===== src/rtl/step_seq_pkg.sv =====
// Shared definitions for the 2-bit step sequencer and its front-end conditioner.
package step_seq_pkg;

  typedef enum logic [1:0] {
    StIdle      = 2'b00,
    StPressWait = 2'b01,
    StHeld      = 2'b10,
    StRelWait   = 2'b11
  } step_state_e;

  localparam int unsigned DefDebounceCycles = 4;
  localparam int unsigned DefRepeatCycles   = 8;

  function automatic int unsigned max_u(input int unsigned a, input int unsigned b);
    return (a > b) ? a : b;
  endfunction

endpackage


===== src/rtl/sync_2ff.sv =====
// Two-flop synchronizer for a single asynchronous level; resets to 0.
module sync_2ff (
  input  logic clk,
  input  logic rst,
  input  logic d,
  output logic q
);

  logic meta_q;
  logic sync_q;

  // Plain two-stage shift; q is the second stage
  always_ff @(posedge clk or negedge rst) begin
    if (!rst) begin
      meta_q <= 1'b0;
      sync_q <= 1'b0;
    end else begin
      meta_q <= d;
      sync_q <= meta_q;
    end
  end

  assign q = sync_q;

endmodule


===== src/rtl/step_pulse_conditioner.sv =====
// Debounces a raw push-button and emits a one-cycle step pulse per accepted press.
// Optional auto-repeat while held: define STEP_PULSE_AUTO_REPEAT_EN.
module step_pulse_conditioner
  import step_seq_pkg::*;
#(
  parameter int unsigned DEBOUNCE_CYCLES = DefDebounceCycles,
  parameter int unsigned REPEAT_CYCLES   = DefRepeatCycles
) (
  input  logic clk,
  input  logic rst,
  input  logic btn_in,
  input  logic en,
  output logic x_out,
  output logic level,
  output logic busy
);

  localparam int unsigned CNT_W = $clog2(max_u(DEBOUNCE_CYCLES, REPEAT_CYCLES) + 1);
  localparam logic [CNT_W-1:0] CntTerm = CNT_W'(DEBOUNCE_CYCLES);

  logic             btn_s;
  step_state_e      state_q, state_d;
  logic [CNT_W-1:0] cnt_q, cnt_d;
  logic             x_q, x_d;
  logic             level_q, level_d;
  logic             busy_q, busy_d;
  logic             accept;
  logic             rep_hit;

  sync_2ff u_sync (
    .clk (clk),
    .rst (rst),
    .d   (btn_in),
    .q   (btn_s)
  );

  // State, debounce counter and registered outputs
  always_ff @(posedge clk or negedge rst) begin
    if (!rst) begin
      state_q <= StIdle;
      cnt_q   <= '0;
      x_q     <= 1'b0;
      level_q <= 1'b0;
      busy_q  <= 1'b0;
    end else begin
      state_q <= state_d;
      cnt_q   <= cnt_d;
      x_q     <= x_d;
      level_q <= level_d;
      busy_q  <= busy_d;
    end
  end

  // Debounce FSM; counter only advances below its terminal value, so it never wraps
  always_comb begin
    state_d = state_q;
    cnt_d   = cnt_q;
    unique case (state_q)
      StIdle: begin
        if (btn_s) begin
          state_d = StPressWait;
          cnt_d   = CNT_W'(1);
        end
      end
      StPressWait: begin
        if (!btn_s) begin
          state_d = StIdle;
          cnt_d   = '0;
        end else if (cnt_q == CntTerm) begin
          state_d = StHeld;
          cnt_d   = '0;
        end else begin
          cnt_d = cnt_q + CNT_W'(1);
        end
      end
      StHeld: begin
        if (!btn_s) begin
          state_d = StRelWait;
          cnt_d   = CNT_W'(1);
        end
      end
      StRelWait: begin
        if (btn_s) begin
          state_d = StHeld;
          cnt_d   = '0;
        end else if (cnt_q == CntTerm) begin
          state_d = StIdle;
          cnt_d   = '0;
        end else begin
          cnt_d = cnt_q + CNT_W'(1);
        end
      end
      default: begin
        state_d = StIdle;
        cnt_d   = '0;
      end
    endcase
  end

`ifdef STEP_PULSE_AUTO_REPEAT_EN
  localparam logic [CNT_W-1:0] RepTerm = CNT_W'(REPEAT_CYCLES - 1);

  logic [CNT_W-1:0] rcnt_q, rcnt_d;

  // Repeat only fires on a cycle that stays in HELD
  assign rep_hit = (state_q == StHeld) && btn_s && (rcnt_q == RepTerm);

  // Repeat counter: runs while held, frozen across release bounce, cleared in IDLE
  always_comb begin
    rcnt_d = rcnt_q;
    if (state_d == StIdle) begin
      rcnt_d = '0;
    end else if ((state_q == StPressWait) && (state_d == StHeld)) begin
      rcnt_d = '0;
    end else if ((state_q == StHeld) && btn_s) begin
      rcnt_d = rep_hit ? '0 : rcnt_q + CNT_W'(1);
    end
  end

  // Repeat counter register
  always_ff @(posedge clk or negedge rst) begin
    if (!rst) begin
      rcnt_q <= '0;
    end else begin
      rcnt_q <= rcnt_d;
    end
  end
`else
  assign rep_hit = 1'b0;
`endif

  // Output decode; en only matters on the edge that would launch a pulse
  always_comb begin
    accept  = (state_q == StPressWait) && btn_s && (cnt_q == CntTerm);
    x_d     = en & (accept | rep_hit);
    level_d = (state_d == StHeld) || (state_d == StRelWait);
    busy_d  = (state_d == StPressWait) || (state_d == StRelWait);
  end

  assign x_out = x_q;
  assign level = level_q;
  assign busy  = busy_q;

endmodule


===== config.mk =====
export PLATFORM = sky130hd
export DESIGN_NAME = step_pulse_conditioner
export DESIGN_NICKNAME = d
export VERILOG_FILES = /design/src/rtl/step_seq_pkg.sv /design/src/rtl/sync_2ff.sv /design/src/rtl/step_pulse_conditioner.sv
export SDC_FILE = /design/constraint.sdc
export NUM_CORES = 1
export LEC_CHECK = 0
export BUFFER_PORTS_ARGS = -buffer_cell sky130_fd_sc_hd__buf_2
export CAP_MARGIN = 30
export CORE_AREA = 2 2 39 41
export CTS_CLUSTER_DIAMETER = 30
export DETAILED_ROUTE_END_ITERATION = 12
export DIE_AREA = 0 0 41 43
export GPL_TIMING_DRIVEN = 0
export MAX_ROUTING_LAYER = met4
export SETUP_SLACK_MARGIN = 0.05
export SYNTH_ARGS = -nofsm -noshare
export SYNTH_HDL_FRONTEND = slang
export SYNTH_SLANG_ARGS = --single-unit

===== constraint.sdc =====
create_clock -name clk -period 1.92 [get_ports clk]
set_input_delay 0 -clock clk [delete_from_list [all_inputs] [get_ports clk]]
set_output_delay 0 -clock clk [all_outputs]
set_load 0.01 [all_outputs]

# After elaboration in Yosys (flattened, before gate mapping)
# Cells that the tools add are included.
word_totals:
  word_cells: 37
  memories: 0
  input_bits: 4
  latch_bits: 0
  romBits: 0
  ram_bits: 0
  reg_bits: 11
classes:
  div: 0
  n_lt_le_gt_ge: 0
  n_eq_ne: 9
  n_mul: 0
  addsub: 1
  muxes: 13
  shift: 0
  reduce_logical: 6
  n_bitwise: 1
ops:
  columns: ["op", "n"]
  rows:
  - ["2-to-1 mux 4 bit", 5]
  - ["one-hot mux 4 bit (4 select lines)", 1]
  - ["2-to-1 mux 2 bit", 6]
  - ["== test 2 bit (second input constant)", 4]
  - ["one-hot mux 2 bit (4 select lines)", 1]
  - ["adder 4 x 1 -> 4 bit (second input constant)", 1]
  - ["== test 2 x 1 -> 1 bit (second input constant)", 2]
  - ["== test 4 x 3 -> 1 bit (second input constant)", 1]
  - ["logical AND 1 bit", 2]
  - ["zero test 2 bit", 1]
  - ["logical OR 1 bit", 2]
  - ["inequality test 2 x 1 -> 1 bit (second input constant)", 1]
  - ["inequality test 2 bit (second input constant)", 1]
  - ["AND reduction 2 bit", 1]
  - ["bitwise AND 1 bit", 1]

# Logic depth before layout (Yosys ltp)
# Gate-level depths: netlist of run 1.
depth:
  word_depth: 6
  mapped_depth: 5
  ltp_nobuf: 5

# Cells and area by module
# Synthesis of run 1 repeated with hierarchy kept, for this count alone.
hier_totals:
  hier_cells: 41
  hier_area_um2: 452.9
by_module_without_submodules:
  columns: ["mod", "cells_per_inst", "area_each_um2", "n_inst"]
  rows:
  - ["step_pulse_conditioner", 39, 402.9, 1]
  - ["sync_2ff", 2, 50.0, 1]

# Least setup slack after synthesis of run 1
# No wires, ideal clock.
synth_path:
  path_type: "reg2reg"
  start: "register cnt_q[0]"
  end: "register cnt_q[2]"
  t_required_ps: 1851
  slack_ps: 518
  path_stages_with_launch: 5
  period_less_slack_ps: 1402
  arrival_ps: 1333
  setup_ps: 69
  path_cell_list: "dfrtp_1 -> ha_1 -> or2b_2 -> or4_1 -> nand3_1"
synth_via:
  elab_chain_cells: 4
  word_cells_on_any_way: 6
synth_rtl:
  columns: ["item", "line_no", "source"]
  rows:
  - ["start: declaration", "step_pulse_conditioner.sv:23", "logic [CNT_W-1:0] cnt_q, cnt_d;"]
  - ["start signal: assignment", "step_pulse_conditioner.sv:47", "cnt_q <= cnt_d;"]
  - ["adder 4 x 1 -> 4 bit / == test 4 x 3 -> 1 bit (equally long branches)", null, null]
  - ["2-to-1 mux 4 bit (*)", "step_pulse_conditioner.sv:69, step_pulse_conditioner.sv:86", null]
  - ["2-to-1 mux 4 bit (on tied branches)", "step_pulse_conditioner.sv:83, step_pulse_conditioner.sv:66", null]
  - ["one-hot mux 4 bit (4 select lines) (*)", "step_pulse_conditioner.sv:58", "unique case (state_q)"]
# Mark *: on every way between the ends. The rest lies on a longest branch, timed or not.
# A chain may end at the register's enable or synchronous reset.

# Worst setup path in the final report of run 1
layout_path:
  start: "register cnt_q[0]"
  end: "register level_q, in the netlist level"
layout_via:
  elab_chain_cells: 6
  word_cells_on_any_way: 9
layout_rtl:
  columns: ["item", "line_no", "source"]
  rows:
  - ["== test 4 x 3 -> 1 bit (*)", "step_pulse_conditioner.sv:69, step_pulse_conditioner.sv:86", null]
  - ["2-to-1 mux 2 bit (on tied branches)", "step_pulse_conditioner.sv:86, step_pulse_conditioner.sv:69", null]
  - ["2-to-1 mux 2 bit (on tied branches)", "step_pulse_conditioner.sv:83, step_pulse_conditioner.sv:66", null]
  - ["one-hot mux 2 bit (4 select lines) (*)", "step_pulse_conditioner.sv:58", null]
  - ["== test 2 bit", "step_pulse_conditioner.sv:136", "level_d = (state_d == StHeld) || (state_d == StRelWait);"]
  - ["logical OR 1 bit (*)", "step_pulse_conditioner.sv:136", null]
  - ["via level_d", "step_pulse_conditioner.sv:25", "logic level_q, level_d;"]
  - ["end signal: assignment", "step_pulse_conditioner.sv:49", "level_q <= level_d;"]
  - ["end: declaration", "step_pulse_conditioner.sv:25", null]
# Mark *: on every way through the listed nets, which the timed path passes. The rest lies on a longest branch.

==> results.sh, run 1 <==
export IMPL_netlist_area_um2=440.4
export IMPL_dr_first_iter_drc_count=1
export IMPL_drive_gt1_frac=0.2353
export IMPL_final_cells=67
export IMPL_finalPower_uw=647.9
export IMPL_synth_area_leaders="dfrtp_1, ha_1, nand3_1"
export IMPL_multi_input_area_um2=175.2
export IMPL_regArea_um2=250.2
export IMPL_chipWidth_um=41
export IMPL_track_usage=0.1099
export IMPL_grt_pass1_vias=285
export IMPL_via_per_inst=4.821
export IMPL_cp_max_fo=5
export IMPL_power_density_mw_per_mm2=1164
export IMPL_outcome="completed"
export IMPL_peakVddDrop_mv=0.4129
export IMPL_dpl_cell_area_um2=490.5
export IMPL_dp_cells=60
export IMPL_crit_arrival_ps=1690
export IMPL_fillers=137
export IMPL_required_ps=2080
export IMPL_period_minus_slack_ps=1533
export IMPL_slew_headroom=0.7090
export IMPL_yosysWarnings=0
export IMPL_synthesis_nets=44
export IMPL_cts_tree="built"
export IMPL_clkLatencyLatePin_ps=270
export IMPL_critPathKind="reg -> reg"
export IMPL_whs_ps=104.0
export IMPL_ys_seq_area_frac=0.5682
export IMPL_syn_area_per_cell_um2=11.59
export IMPL_skew_ps=3.937
export IMPL_dieArea_mm2=0.001763
export IMPL_synth_cells=38
export IMPL_chipHeight_um=43
export IMPL_rsz0062_at_grt="no"
export IMPL_end_kind="flip-flop"
export IMPL_fmax_mhz=652.2
export IMPL_coreArea_mm2=0.001384
export IMPL_hp_class="in -> async"
export IMPL_reg2reg_slack_ps=390
export IMPL_syn2layout_area_growth_pct=26.42
export IMPL_route_detailed_drc=0
export IMPL_grt_pass1_wl_um=1193
export IMPL_synth_seq_cells=10
export IMPL_rows=14
export IMPL_antenna_found_initial=0
export IMPL_final_common_cell="dfrtp_1"
export IMPL_drt_total_wl_um=707
export IMPL_max_cap_viol_count=0
export IMPL_htreeDepth=1
export IMPL_synth_top_area_share=0.5682
export IMPL_fin_setup_tns_ps=0
export IMPL_cp_start_kind="flip-flop"
export IMPL_avgRoutedWirePerCell_um=10.55
export IMPL_first_pass_iters=4
export IMPL_cts_root_buf="clkbuf_4"
export IMPL_nNetsFinal=58
export IMPL_fin_crit_sh=0.7986
export IMPL_port_buffers=6
export IMPL_p_leak_nw=0.2759
export IMPL_yosysTopAreaCell="dfrtp_1"
export IMPL_ant_nets=0
export IMPL_grt_overflow=0
export IMPL_final_hold_viol_count=0
export IMPL_io_pins=7
export IMPL_gp_congestion=0.7819
export IMPL_initial_core_util=0.3183
export IMPL_dp_hpwl_um=501.6
export IMPL_clockBufferDepth=2
export IMPL_diodes=0
export IMPL_worst_slew_pin_slew_ps=435.1
export IMPL_setup_viol=0
export IMPL_numCtsBuffers=3
export IMPL_design_area_um2=556.8
export IMPL_ys_types=19
export IMPL_slew_viol_final=0
export IMPL_cts_sinks=10
export IMPL_grt_max_degree=11
export IMPL_route_vias_total=323
export IMPL_mostFrequentLayoutCells="dfrtp_1, buf_2, nor2_1"
export IMPL_clk_pin_slew_ps=70
export IMPL_post_cts_setup_buffers=0
[cells by family after synthesis]
family / share of synthesized area
DFF: 0.5682
adders and majority gates: 0.05681
buffers and inverters: 0.03408
xor gates and xnor gates: 0.03978
and+or+nand+nor: 0.2216
muxes: 0.02557
AOI/OAI and AO/OA: 0.05399
[repair_timing]
item | in CTS | in global routing
hold buffers | 2 | 1
resized for setup | 0 | 0
endpoints found under the hold margin | 11 | 1
[Yosys cell counts]
| library cell | number |
|---|---|
| or4_1 | 2 |
| nand3_1 | 3 |
| mux2_1 | 1 |
| dfrtp_1 | 10 |
| ha_1 | 2 |
| nand4_1 | 1 |
| nor2_1 | 4 |
| o311ai_1 | 1 |
| inv_2 | 1 |
| nand4b_1 | 1 |
| and4b_1 | 1 |
| xnor2_1 | 1 |
| and3_1 | 2 |
| o31ai_1 | 1 |
| inv_1 | 3 |
| xor2_1 | 1 |
| or2b_2 | 1 |
| a211oi_1 | 1 |
| nor2b_1 | 1 |
[path summary, 6_finish.rpt]
| kind | cells past startpoint | endpoint | from |
|---|---|---|---|
| max | 5 | level$_DFF_PN0_ | cnt_q[0]$_DFFE_PN0P_ |
| max reg2reg | 5 | level$_DFF_PN0_ | cnt_q[0]$_DFFE_PN0P_ |
| min in group clk | 0 | u_sync.q$_DFF_PN0_ | u_sync.meta_q$_DFF_PN0_ |
| min reg2reg | 0 | u_sync.q$_DFF_PN0_ | u_sync.meta_q$_DFF_PN0_ |
| min | 2 | cnt_q[1]$_DFFE_PN0P_ | rst |
| max in group asynchronous | 2 | busy$_DFF_PN0_ | rst |
[power breakdown]
part	switching, mW	internal [mW]
clock network	0.0788	0.115
registers	0.0463	0.254
logic	0.0821	0.0716
total	0.207	0.441
[sequential cells by signal (all words and copies together) (netlist names)]
signal         flops
state_q            1
u_sync.meta_q      1
u_sync.q           1
x_out              1
busy               1
level              1
cnt_q              4
[metal layers]
metal	track usage	wire length [um]	up-vias
met5	-	0	-
met4	0.08000	25	0
met1	0.1429	327	153
met2	0.1313	313	6
li1	-	-	162
met3	0.04712	41	2
[layout make-up]
cell class              instances  area share
inverters                       4     0.02697
repair buffers                  9      0.1079
clock buffers                   4     0.06517
flip-flops and latches         10      0.4494
multi-input cells              24      0.3146
well taps                      16     0.03596
[stage by stage]
stage | setup slack, ps | util
floorplan | 517.5 | -
global placement | 397.4 | 0.3544
detailed placement | 384.8 | 0.3544
CTS | 375.3 | 0.3951
global route | 301.0 | 0.4024
finish | 386.7 | 0.4024
[critical path: stages, from the launching register on]
cell and delay [ps]:
dfrtp_1 420, inv_1 70, ha_1 150, nor2b_1 170, and3_1 270, mux2_1 340
Power figures use the tool's default switching activity.
==> inputs of run 2 (changes only) <==
--- a/config.mk
+++ b/config.mk
@@ -5,6 +5,7 @@
 export SDC_FILE = /design/constraint.sdc
 export NUM_CORES = 1
 export LEC_CHECK = 0
+export ABC_AREA = 1
 export BUFFER_PORTS_ARGS = -buffer_cell sky130_fd_sc_hd__buf_2
 export CAP_MARGIN = 30
 export CORE_AREA = 2 2 39 41
==> constraint.sdc (replaced) <==
create_clock -name clk -period 1.3 [get_ports clk]
set_input_delay 0 -clock clk [delete_from_list [all_inputs] [get_ports clk]]
set_output_delay 0 -clock clk [all_outputs]
set_load 0.01 [all_outputs]
==> results.sh, run 2 <==
export IMPL_outcome="completed"
export IMPL_yosysWarnings=0
export IMPL_grt_max_degree=11
export IMPL_power_density_mw_per_mm2=1696
export IMPL_synthesis_nets=57
export IMPL_grt_pass1_wl_um=1414
export IMPL_clockBufferDepth=2
export IMPL_synth_top_area_share=0.5333
export IMPL_setup_slack_ps=128.5
export IMPL_slew_headroom=0.8456
export IMPL_gp_congestion=0.7320
export IMPL_synth_ff_type="dfrtp_1"
export IMPL_whs_ps=113.4
export IMPL_initial_core_util=0.3391
export IMPL_cts_root_buf="clkbuf_4"
export IMPL_syn_area_per_cell_um2=9.200
export IMPL_skew_ps=5.303
export IMPL_dr_first_iter_drc_count=0
export IMPL_port_buffers=6
export IMPL_regMostFlops="cnt_q"
export IMPL_dp_hpwl_um=566.3
export IMPL_htreeDepth=1
export IMPL_slew_viol_final=0
export IMPL_io_pins=7
export IMPL_rsz0062_at_grt="no"
export IMPL_dieArea_mm2=0.001763
export IMPL_yosysTopAreaCell="dfrtp_1"
export IMPL_rows=14
export IMPL_diodes=0
export IMPL_dp_slack_ps=97.09
export IMPL_synth_area_leaders="dfrtp_1, nand2_1, inv_1"
export IMPL_fin_setup_tns_ps=0
export IMPL_antenna_found_initial=0
export IMPL_peakVddDrop_mv=0.7539
export IMPL_drt_total_wl_um=807
export IMPL_finalPower_mw=1.033
export IMPL_netlist_area_um2=469.2
export IMPL_dpl_cell_area_um2=519.2
export IMPL_ys_async_sr_fraction=1.000
export IMPL_worst_slew_pin_slew_ps=231.6
export IMPL_fmax_mhz=853.6
export IMPL_drive_gt1_frac=0.3182
export IMPL_clk_pin_slew_ps=70
export IMPL_first_pass_iters=1
export IMPL_numCtsBuffers=3
export IMPL_setup_viol=0
export IMPL_ys_seq_area_frac=0.5333
export IMPL_ys_types=15
export IMPL_nNetsFinal=73
export IMPL_final_hold_viol_count=0
export IMPL_via_per_inst=4.354
export IMPL_multi_input_area_um2=201.4
export IMPL_track_usage=0.1300
export IMPL_mostFrequentLayoutCells="nand2_1, dfrtp_1, inv_1, buf_2"
export IMPL_worst_path_stages=6
export IMPL_cts_sinks=10
export IMPL_yosys_cell_count_top_type="nand2_1"
export IMPL_fillers=138
export IMPL_synth_seq_cells=10
export IMPL_chipWidth_um=41
export IMPL_syn2layout_area_growth_pct=29.87
export IMPL_chipHeight_um=43
export IMPL_end_kind="flip-flop"
export IMPL_route_detailed_drc=0
export IMPL_synth_common_cells="nand2_1, dfrtp_1, inv_1"
export IMPL_critPathKind="reg -> reg"
export IMPL_reg2reg_depth=6
export IMPL_grt_pass1_vias=361
export IMPL_crit_path_max_incr_delay_ps=410
export IMPL_crit_family="flip-flops"
export IMPL_required_ps=1450
export IMPL_largest_reg_flops=4
export IMPL_cp_slowest_cell="dfrtp_1"
export IMPL_crit_arrival_ps=1330
export IMPL_synth_cells=51
export IMPL_regArea_um2=250.2
export IMPL_fin_crit_sh=0.9012
export IMPL_cp_max_fo=5
export IMPL_period_minus_slack_ps=1172
export IMPL_avgRoutedWirePerCell_um=9.841
export IMPL_coreArea_mm2=0.001384
export IMPL_ant_nets=0
export IMPL_path_cells="inv_2 > ha_1 > nand2_2 > nor2_4 > nand2_4 > a21boi_2"
export IMPL_synth_edff_count=0
export IMPL_p_leak_nw=0.3304
export IMPL_final_common_cell="nand2_1"
export IMPL_design_area_um2=609.3
export IMPL_route_vias_total=357
export IMPL_max_cap_viol_count=0
export IMPL_cp_start_kind="flip-flop"
export IMPL_cts_tree="built"
export IMPL_clkLatencyLatePin_ps=270
export IMPL_hp_class="in -> async"
export IMPL_crit_buf_inv=1
export IMPL_grt_overflow=0
-- run 2: changes by cell type after synthesis, sizes merged, moves of 2 or more --
| cell | previous run | this run |
|---|---|---|
| or4 | 2 | 0 |
| nand2 | 0 | 20 |
| and3 | 2 | 0 |
| inv | 4 | 7 |
-- run 2: power breakdown --
group	internal (mW)	switching, mW
registers	0.376	0.0646
logic	0.145	0.168
clock network	0.170	0.109
total	0.692	0.342
-- run 2: logic make-up after synthesis --
kind of cell               synth area share
AOI/OAI and AO/OA                   0.02666
xor gates and xnor gates            0.01867
adders and majority gates           0.05332
buffers and inverters               0.05601
DFF                                  0.5333
and+or+nand+nor                      0.3120
-- run 2: repair_timing --
item / CTS / global route
hold buffers: 3 / 0
endpoints found under the setup margin: 0 / 5
buffers inserted: 0 / 2
resized for setup: 0 / 3
hold endpoints to repair: 12 / 0
-- run 2: path summary, 6_finish.rpt --
path / end / slack (ps) / start
setup reg to reg: cnt_q[0]$_DFFE_PN0P_ / 130 / cnt_q[0]$_DFFE_PN0P_
min in group clk: u_sync.q$_DFF_PN0_ / 350 / u_sync.meta_q$_DFF_PN0_
hold reg to reg: u_sync.q$_DFF_PN0_ / 350 / u_sync.meta_q$_DFF_PN0_
max in group asynchronous: cnt_q[2]$_DFFE_PN0P_ / 990 / rst
hold / removal: u_sync.meta_q$_DFF_PN0_ / 110 / rst
setup / recovery: cnt_q[0]$_DFFE_PN0P_ / 130 / cnt_q[0]$_DFFE_PN0P_
-- run 2: per-stage QoR --
stage          utilization  std cells
2_1_floorplan            -         51
3_3_place_gp        0.3752         73
3_5_place_dp        0.3752         73
4_1_cts             0.4231         80
5_1_grt             0.4403         82
6_report            0.4403         82
-- run 2: per-layer routing --
layer,vias up,track usage,share of wire
li1,185,-,-
met1,163,0.1638,0.44
met2,7,0.1625,0.50
met3,2,0.04712,0.038
met4,0,0.1000,0.019
met5,-,-,0
-- run 2: final cells by class --
class	instances	area share
multi-input cells	34	0.3306
clock buffers	4	0.05955
well taps	16	0.03285
repair buffers	11	0.1232
flip-flops and latches	10	0.4107
inverters	7	0.04312
==> inputs of run 3 (changes only) <==
--- a/config.mk
+++ b/config.mk
@@ -14,7 +14,10 @@
 export DIE_AREA = 0 0 41 43
 export GPL_TIMING_DRIVEN = 0
 export MAX_ROUTING_LAYER = met4
+export PLACE_DENSITY = 0.64
 export SETUP_SLACK_MARGIN = 0.05
 export SYNTH_ARGS = -nofsm -noshare
 export SYNTH_HDL_FRONTEND = slang
+export SYNTH_HIERARCHICAL = 1
 export SYNTH_SLANG_ARGS = --single-unit
+export TNS_END_PERCENT = 5
==> results.sh, run 3 <==
export IMPL_skew_ps=3.022
export IMPL_dpl_cell_area_um2=516.7
export IMPL_cp_endpoint="cnt_q[0]$_DFFE_PN0P_"
export IMPL_final_common_cell="nand2_1"
export IMPL_io_pins=7
export IMPL_dp_slack_ps=129.1
export IMPL_reg2reg_depth=6
export IMPL_initial_core_util=0.3373
export IMPL_synthesis_nets=57
export IMPL_critPathKind="reg -> reg"
export IMPL_slew_viol_final=0
export IMPL_final_hold_viol_count=0
export IMPL_cp_start_kind="flip-flop"
export IMPL_clk_pin_slew_ps=70
export IMPL_syn2layout_area_growth_pct=28.15
export IMPL_p_sw_frac=0.3271
export IMPL_antenna_found_initial=0
export IMPL_clkLatencyLatePin_ps=270
export IMPL_finish_utilization=0.4322
export IMPL_fin_crit_sh=0.8865
export IMPL_dieArea_mm2=0.001763
export IMPL_yosysTopAreaCell="dfrtp_1"
export IMPL_design_area_um2=598.1
export IMPL_via_per_inst=4.524
export IMPL_synth_area_leaders="dfrtp_1, nand2_1, ha_1"
export IMPL_drive_gt1_frac=0.2879
export IMPL_htreeDepth=1
export IMPL_synth_top_area_share=0.5362
export IMPL_rows=14
export IMPL_synth_mux_area_frac=0
export IMPL_coreArea_mm2=0.001384
export IMPL_hp_class="in -> async"
export IMPL_dp_hpwl_um=543.4
export IMPL_first_pass_iters=2
export IMPL_chipWidth_um=41
export IMPL_pwr_share_seq=0.427
export IMPL_p_int_uw=686.6
export IMPL_peakVddDrop_mv=0.8877
export IMPL_period_minus_slack_ps=1152
export IMPL_required_ps=1460
export IMPL_crit_arrival_ps=1310
export IMPL_largest_reg_flops=4
export IMPL_ys_types=16
export IMPL_synthAdderAreaFrac=0.05362
export IMPL_synth_top_family_by_area="simple AND/OR/NAND/NOR gates"
export IMPL_port_buffers=6
export IMPL_synth_ff_type="dfrtp_1"
export IMPL_gp_congestion=0.7604
export IMPL_slew_headroom=0.8536
export IMPL_grt_pass1_vias=342
export IMPL_numCtsBuffers=3
export IMPL_yosys_cell_count_top_type="nand2_1"
export IMPL_synth_xor_xnor_area_share=0.01877
export IMPL_power_density_mw_per_mm2=1706
export IMPL_crit_start="cnt_q[0]$_DFFE_PN0P_"
export IMPL_route_vias_total=371
export IMPL_max_cap_viol_count=0
export IMPL_drt_total_wl_um=747
export IMPL_regMostFlops="cnt_q"
export IMPL_rsz0062_at_grt="no"
export IMPL_grt_max_degree=11
export IMPL_worst_slew_pin_slew_ps=219.6
export IMPL_worst_r2r_endpoint="cnt_q[0]$_DFFE_PN0P_"
export IMPL_yosysWarnings=6
export IMPL_dr_first_iter_drc_count=4
export IMPL_p_leak_nw=0.3211
export IMPL_track_usage=0.1213
export IMPL_cts_tree="built"
export IMPL_ys_async_sr_fraction=1.000
export IMPL_avgRoutedWirePerCell_um=9.110
export IMPL_grt_pass1_wl_um=1373
export IMPL_synth_cells=51
export IMPL_route_detailed_drc=0
export IMPL_grt_overflow=0
export IMPL_synth_seq_cells=10
export IMPL_cts_sinks=10
export IMPL_clkPwrFrac=0.274
export IMPL_switchingPower_uw=333.8
export IMPL_synth_compound_gate_area_share=0.02681
export IMPL_power_frac_comb=0.299
export IMPL_fmax_mhz=867.8
export IMPL_reg2reg_slack_ps=150
export IMPL_yosys_area_share_simple=0.3083
export IMPL_nNetsFinal=73
export IMPL_setup_slack_ps=147.6
export IMPL_r2r_start="cnt_q[0]$_DFFE_PN0P_"
export IMPL_netlist_area_um2=466.7
export IMPL_fin_setup_tns_ps=0
export IMPL_setup_viol=0
export IMPL_clockBufferDepth=2
export IMPL_ant_nets=0
export IMPL_outcome="completed"
export IMPL_end_kind="flip-flop"
export IMPL_cp_max_fo=5
export IMPL_synth_common_cells="nand2_1, dfrtp_1, inv_1"
export IMPL_mostFrequentLayoutCells="nand2_1, dfrtp_1, inv_1, buf_2"
export IMPL_diodes=0
export IMPL_cts_root_buf="clkbuf_4"
export IMPL_syn_area_per_cell_um2=9.151
export IMPL_synth_edff_count=0
export IMPL_chipHeight_um=43
export IMPL_ys_seq_area_frac=0.5362
run 3: cell type report:
class                           instances  area (um^2)
Multi-Input combinational cell         34        190.2
Timing Repair Buffer                   11        75.07
Clock buffer                            4        36.28
Sequential cell                        10        250.2
Tap cell                               16        20.02
Fill cell                             147        785.8
Inverter                                7        26.28
run 3: what timing repair did:
| item | CTS | global route |
|---|---|---|
| buffers inserted | 0 | 2 |
| endpoints found under the setup margin | 0 | 3 |
| resized for setup | 0 | 0 |
| hold endpoints to repair | 12 | 0 |
| hold buffers | 3 | 0 |
run 3: through the flow:
step | std cells | hold WS [ps] | power (mW)
6_report | 82 | 111.1 | 1.020
2_1_floorplan | 51 | -295.6 | 0.6217
3_5_place_dp | 73 | -129.2 | 0.7037
5_1_grt | 82 | 127.8 | 1.097
3_3_place_gp | 73 | -130.6 | 0.6852
4_1_cts | 80 | 117.8 | 0.9935
run 3: kinds of logic (layout without fill, tap and decap cells):
kind of cell,after synthesis,count (layout)
adders and majority gates,2,2
buffers and inverters,7,22
DFF,10,10
xor gates and xnor gates,1,1
and+or+nand+nor,29,29
AOI/OAI and AO/OA,2,2
run 3: critical path, stage by stage (launching register included):
cell,delay [ps]
dfrtp_1,410
inv_2,80
ha_1,160
nand2_2,70
nor2_4,90
nand2_2,90
a21boi_1,140
run 3: how the worst min path moves through the flow:
stage / endpoint / startpoint / cells past startpoint
6_report: cnt_q[1]$_DFFE_PN0P_ / rst / 2
5_1_grt: cnt_q[1]$_DFFE_PN0P_ / rst / 2
4_1_cts: level$_DFF_PN0_ / rst / 2
3_5_place_dp: level$_DFF_PN0_ / rst / 1
3_3_place_gp: level$_DFF_PN0_ / rst / 1
2_1_floorplan: busy$_DFF_PN0_ / rst / 0
run 3: layer usage:
| layer | GRT usage | routed length, um |
|---|---|---|
| met1 | 0.1627 | 341 |
| met2 | 0.1563 | 362 |
| met3 | 0.03141 | 24 |
| met4 | 0.08000 | 19 |
| met5 | - | 0 |
run 3: power by group through the flow:
stage               registers (mW)  clock network, mW  logic (mW)
floorplan                    0.451                  0       0.171
global placement             0.454                  0       0.231
detailed placement           0.455                  0       0.249
CTS                          0.449              0.288       0.256
global route                 0.446              0.306       0.344
finish                       0.436              0.280       0.305
